--- src/rtl/serial_subtractor.sv ---
// Bit-serial unsigned subtractor: diff = a - b computed LSB first as a + ~b + 1,
// one bit per clock, framed by a start/busy/done handshake.
module serial_subtractor #(
   parameter int WIDTH = 5
) (
   input  logic             clk,
   input  logic             rst_n,
   input  logic             start,
   input  logic [WIDTH-1:0] a,
   input  logic [WIDTH-1:0] b,
   output logic             busy,
   output logic             done,
   output logic [WIDTH:0]   diff,
   output logic             borrow
);

   localparam int CNT_W = $clog2(WIDTH + 1);

   typedef enum logic {
      IDLE  = 1'b0,
      SHIFT = 1'b1
   } state_e;

   state_e             state_q, state_d;
   logic [WIDTH-1:0]   a_sh_q, a_sh_d;
   logic [WIDTH-1:0]   nb_sh_q, nb_sh_d;
   logic [CNT_W-1:0]   cnt_q, cnt_d;
   logic               carry_q, carry_d;
   logic [WIDTH:0]     diff_q, diff_d;
   logic               borrow_q, borrow_d;
   logic               done_q, done_d;
   logic               sum_s;
   logic               carry_s;

   // One full-adder slice on the current LSBs of the operand shifters.
   always_comb begin
      sum_s   = a_sh_q[0] ^ nb_sh_q[0] ^ carry_q;
      carry_s = (a_sh_q[0] & nb_sh_q[0]) | (a_sh_q[0] & carry_q) | (nb_sh_q[0] & carry_q);
   end

   // Next-state and datapath update for the IDLE/SHIFT controller.
   always_comb begin
      state_d  = state_q;
      a_sh_d   = a_sh_q;
      nb_sh_d  = nb_sh_q;
      cnt_d    = cnt_q;
      carry_d  = carry_q;
      diff_d   = diff_q;
      borrow_d = borrow_q;
      done_d   = 1'b0;
      case (state_q)
         IDLE: begin
            if (start) begin
               state_d  = SHIFT;
               a_sh_d   = a;
               nb_sh_d  = ~b;
               carry_d  = 1'b1;
               cnt_d    = '0;
               diff_d   = '0;
               borrow_d = 1'b0;
            end else begin
               state_d = IDLE;
            end
         end
         SHIFT: begin
            // Sum bits enter from the top so the first (LSB) one settles at bit 0.
            diff_d  = {diff_q[WIDTH], sum_s, diff_q[WIDTH-1:1]};
            a_sh_d  = {1'b0, a_sh_q[WIDTH-1:1]};
            nb_sh_d = {1'b0, nb_sh_q[WIDTH-1:1]};
            carry_d = carry_s;
            cnt_d   = cnt_q + CNT_W'(1);
            if (cnt_q == CNT_W'(WIDTH - 1)) begin
               state_d        = IDLE;
               diff_d[WIDTH]  = ~carry_s;
               borrow_d       = ~carry_s;
               done_d         = 1'b1;
            end else begin
               state_d = SHIFT;
            end
         end
         default: begin
            state_d = IDLE;
         end
      endcase
   end

   // State and datapath registers with asynchronous clear.
   always_ff @(posedge clk or negedge rst_n) begin
      if (!rst_n) begin
         state_q  <= IDLE;
         a_sh_q   <= '0;
         nb_sh_q  <= '0;
         cnt_q    <= '0;
         carry_q  <= 1'b0;
         diff_q   <= '0;
         borrow_q <= 1'b0;
         done_q   <= 1'b0;
      end else begin
         state_q  <= state_d;
         a_sh_q   <= a_sh_d;
         nb_sh_q  <= nb_sh_d;
         cnt_q    <= cnt_d;
         carry_q  <= carry_d;
         diff_q   <= diff_d;
         borrow_q <= borrow_d;
         done_q   <= done_d;
      end
   end

   assign busy   = (state_q == SHIFT);
   assign done   = done_q;
   assign diff   = diff_q;
   assign borrow = borrow_q;

endmodule

--- config.mk ---
export PLATFORM = sky130hd
export DESIGN_NAME = serial_subtractor
export DESIGN_NICKNAME = d
export VERILOG_FILES = /design/src/rtl/serial_subtractor.sv
export SDC_FILE = /design/constraint.sdc
export NUM_CORES = 1
export LEC_CHECK = 0
export ABC_CLOCK_PERIOD_IN_PS = 2500
export BUFFER_PORTS_ARGS = -buffer_cell sky130_fd_sc_hd__buf_2
export CAP_MARGIN = 30
export CORE_ASPECT_RATIO = 1.1
export CORE_MARGIN = 2
export CORE_UTILIZATION = 55
export CTS_CLUSTER_SIZE = 10
export DETAILED_ROUTE_END_ITERATION = 12
export HOLD_SLACK_MARGIN = 0.03
export PLACE_DENSITY = 0.81
export SLEW_MARGIN = 20
export SYNTH_ARGS = -nofsm -noshare
export SYNTH_HDL_FRONTEND = slang
export SYNTH_SLANG_ARGS = --single-unit
--- constraint.sdc ---
create_clock -name clk -period 2.5 [get_ports clk]
set_input_delay 0.125 -clock clk [delete_from_list [all_inputs] [get_ports clk]]
set_output_delay 0.125 -clock clk [all_outputs]
set_load 0.005 [all_outputs]
Word-level counts from Yosys, hierarchy flattened --
Index checks and enable logic that the tools add are counted.
Storage, ports and cells: output and inout port bits 9, memories kept 0, register bits after elaboration 23, latch bits 0, bits in read-only memories 0, RAM bits 0
Cells by class: $add $sub $neg 1, shifts and indexed selects 0, magnitude comparators 0, multiply operators 0, equal/unequal tests 3, muxes and demuxes 18, reductions and logical operators 1, bitwise gates (word level) 10, divide/modulo/power cells 0
Operators with widths (count):
- $pmux 5 s2 | 2
- $pmux 6 s2 | 1
- $mux 5 | 2
- $mux 1 | 7
- $mux 6 | 1
- $pmux 1 s2 | 3
- $pmux 3 s2 | 1
- $not 5->5 | 1
- $add 3x1->3 const B | 1
- $and 1x1->1 | 3
- $eq 3x3->1 const B | 1
- $mux 3 | 1
- $ne 2x1->1 const B | 1
- $ne 2x2->1 const B | 1
- $not 1->1 | 2
- $or 1x1->1 | 2
- $reduce_and 2->1 | 1
- $xor 1x1->1 | 2

Depth between registers and ports, before layout --
depth in word-level cells 6, gate-level depth with buffers 5

Worst setup path before layout --
Ideal clock, no wire load.
path kind reg-to-reg, start point register a_sh_q[0], end point register diff_q[5], in the netlist diff[5], data required time 2373 ps, data arrival time 975 ps, stages on the path, launching flop included 5, path slack 1398 ps, path through dfrtp_1 -> inv_1 -> fa_1 -> mux2i_1 -> o21ai_0
Between the ends: word-level cells in the longest chain between the ends 6
RTL lines:
- start, declared | RTL line 25 | logic [WIDTH-1:0] a_sh_q, a_sh_d;
- start signal, assigned | RTL line 100 | a_sh_q <= a_sh_d;
- $and 1x1->1 | RTL line 38 | carry_s = (a_sh_q[0] & nb_sh_q[0]) | (a_sh_q[0] & carry_q) | (nb_sh_q[0] & carry_q);
- $or 1x1->1 * (2 in series) | RTL line 38
- $not 1->1 * | RTL line 74 | diff_d[WIDTH] = ~carry_s;
- $mux 1 * | RTL line 72 | if (cnt_q == CNT_W'(WIDTH - 1)) begin
- $pmux 6 s2 * | RTL line 51 | case (state_q)
- end signal, assigned | RTL line 104 | diff_q <= diff_d;
- end, declared | RTL line 29 | logic [WIDTH:0] diff_q, diff_d;
Mark *: on every way between the ends. The rest lies on a longest branch, timed or not. The select of a mux whose other input is x is not followed. A chain may end at the register's enable or synchronous reset.

Worst setup path after layout --
start point register state_q, in the netlist busy, end point output busy
RTL lines:
- start, declared | RTL line 24 | state_e state_q, state_d;
- start signal, assigned | RTL line 99 | state_q <= state_d;
- end, declared | RTL line 11 | output logic busy,
No word-level cell between the ends.

==> flow_summary.json <==
{
  "crit_type": "reg -> out",
  "clockBufferDepth": 2,
  "rows": 16,
  "start_util_pct": 57.26,
  "max_stage_delay_ns": 0.88,
  "grt_util_all_layers_pct": 19.10,
  "slew_headroom_pct": 46.24,
  "finalWeightedCongestion": 0.7736,
  "worstPathBufferInverterCount": 1,
  "synthMuxAreaShare_pct": 9.536,
  "r2r-start": "busy$_DFF_PN0_",
  "io_pins": 22,
  "pwr-share-seq_pct": 54.6,
  "end_kind": "output port",
  "wirelength_um": 1627,
  "finalPower_uw": 1122,
  "cts_buffers": 3,
  "synth_top_area_cell": "dfrtp_1",
  "critPathSlowestCell": "dfrtp_1",
  "required_ns": 2.38,
  "min_period_over_period_pct": 61.48,
  "crit_family": "flip-flops",
  "synth.area.top_cells": "dfrtp_1 (55%), mux2i_1 (8.0%), nand2_1 (7.2%), o21ai_0 (5.5%), buf_6 (3.4%)",
  "synth_cell_types": 20,
  "power.density_nw_per_um2": 1006,
  "swShare_pct": 34.65,
  "ant_nets": 0,
  "ys_seq_area_share_pct": 55.21,
  "die_area_um2": 2170,
  "drc": 0,
  "synth_top_family_by_area": "compound AO/OA/AOI/OAI gates",
  "intPower_uw": 733.5,
  "viasPerCell": 5.318,
  "skew_ns": 0.006737,
  "synthXorXnorAreaFrac_pct": 0.8783,
  "io_buffers": 21,
  "final_common_cell": "dfrtp_1",
  "clock_sinks": 22,
  "cts-htree-levels": 1,
  "drv_cap": 0,
  "status": "finished, final reports clean",
  "tritoncts": "done",
  "grt_pass1_vias": 732,
  "vias": 702,
  "tightest_slew_ns": 0.8064,
  "synth.avg_cell_area_um2": 10.61,
  "crit_path_cell_trace": "buf_2",
  "rsz0062_at_grt": "false",
  "die_w_um": 44.60,
  "grt_antenna_before_repair": 0,
  "placed_area_um2": 1074,
  "leakage_uw": 0.0005718,
  "antenna_cells": 0,
  "grt_max_degree": 29,
  "core_um2": 1742,
  "peakVddDrop_uv": 428.9,
  "crit_path_start_kind": "flop",
  "place_inst": 127,
  "crit_fanout": 28,
  "die_h_um": 48.66,
  "synth_top_area_share_pct": 55.21,
  "p_clk_share_pct": 13.6,
  "hold_start": "a[4]",
  "syn_nets": 110,
  "post_synth_inst_count": 94,
  "cts.root.buffer_cell": "clkbuf_4",
  "crit_start": "busy$_DFF_PN0_",
  "drtIter0Drc": 19,
  "comb_power_share_pct": 31.9,
  "final.min_clock_period_ns": 1.537,
  "nNetsFinal": 132,
  "min_path_type": "in -> reg",
  "post_cts_buffers": 0,
  "gr-total-overflow": 0,
  "worstPathArrival_ns": 1.41,
  "fmax_mhz": 650.6,
  "final_cell_area_um2": 1116,
  "drive_above_1_share_pct": 24.56,
  "slew_violations": 0,
  "synth-warning-count": 0,
  "path_clk_slew_ns": 0.11,
  "synth_compound_area_share_pct": 11.79,
  "setup_violations": 0,
  "hpwlAfterDp_um": 1191,
  "switchingPower_uw": 388.9,
  "synthToLayoutAreaGrowth_pct": 11.92,
  "final_cell_mix": "dfrtp_1 (22), buf_2 (21), nand2_1 (19), o21ai_0 (11), mux2i_1 (8)",
  "synth_area_um2": 997.2,
  "fin_setup_tns_ns": 0,
  "finalHoldViolCount": 0,
  "yosys_register_bits": 22,
  "wl_per_cell_um": 12.33,
  "grt_pass1_wl_um": 3042,
  "first_pass_iters": 4,
  "yosys.area_share.adder_pct": 4.517,
  "fin_cells": 132,
  "synthSimpleGateAreaFrac_pct": 9.912,
  "clk_latency_ns": 0.30
}
==> worst paths after layout <==
path | to | slack (ns) | cells past startpoint
max in group asynchronous | a_sh_q[0]$_DFFE_PN0P_ | 1.86 | 2
worst max register to register | busy$_DFF_PN0_ | 1.07 | 3
worst max-delay path | busy | 0.96 | 1
worst min register to register | nb_sh_q[0]$_DFFE_PN0P_ | 0.50 | 2
min in group asynchronous | cnt_q[1]$_DFFE_PN0P_ | 0.31 | 2
worst min-delay path | a_sh_q[4]$_DFFE_PN0P_ | 0.08 | 3
==> cell usage after synthesis, drive strengths merged <==
master	number
mux2	1
or3	1
ha	2
dfrtp	22
a211oi	1
mux2i	8
nor2	5
xnor2	1
fa	1
a22oi	1
nand2	19
a22o	2
o21ai	16
buf	6
inv	8
==> flip-flops by register name, summed over array words and instances, names as in the netlist <==
signal,count
done,1
carry_q,1
nb_sh_q,5
a_sh_q,5
diff,6
cnt_q,3
busy,1
==> layer usage <==
layer / vias to the layer above / GRT usage [%] / wire [um] / share of wire (%)
met5: - / 0 / 0 / 0
met4: 0 / 11.62 / 29 / 1.8
met3: 4 / 2.612 / 55 / 3.4
met2: 19 / 32.13 / 806 / 50
met1: 334 / 22.08 / 736 / 45
li1: 345 / - / - / -
==> metrics by stage <==
step / utilization, % / hold slack, ns / setup slack, ns
after floorplan: - / -0.1706 / 1.398
after global placement: 61.64 / 0.1067 / 1.133
after detailed placement: 61.64 / 0.1080 / 1.095
after CTS: 64.08 / 0.07155 / 0.9443
after global routing: 64.08 / 0.09792 / 0.8544
final: 64.08 / 0.08086 / 0.9629
==> kinds of logic (layout without fill, tap and decap cells) <==
group | count (synthesis) | after routing
buffers and inverters | 14 | 34
muxes | 9 | 9
and+or+nand+nor | 25 | 25
AOI/OAI and AO/OA | 20 | 20
DFF | 22 | 22
xor gates and xnor gates | 1 | 1
adders and majority gates | 3 | 3
==> area by class of cell <==
class                   instances  area (um^2)
repair buffers                 23        125.1
flip-flops and latches         22        550.5
well taps                      18        22.52
multi-input cells              58        365.4
inverters                       8        30.03
clock buffers                   3        22.52
fillers                       141        625.6
==> power groups by stage <==
stage | Sequential [uW] | Combinational, uW | Clock [uW]
floorplan | 579 | 279 | 0
global route | 638 | 420 | 169
CTS | 616 | 363 | 158
finish | 613 | 358 | 152
global placement | 617 | 345 | 0
detailed placement | 625 | 357 | 0
==> worst reg2reg max path: cells and delay by family, from the launching register on <==
| kind | cells | cell delay, ns |
|---|---|---|
| buffers and inverters | 1 | 0.18 |
| DFF | 1 | 0.88 |
| and+or+nand+nor | 2 | 0.26 |
==> what timing repair did <==
action / CTS / global route
resized for setup: 0 / 0
endpoints found under the hold margin: 23 / 0
hold buffers: 2 / 0
Power figures use the tool's default switching activity.
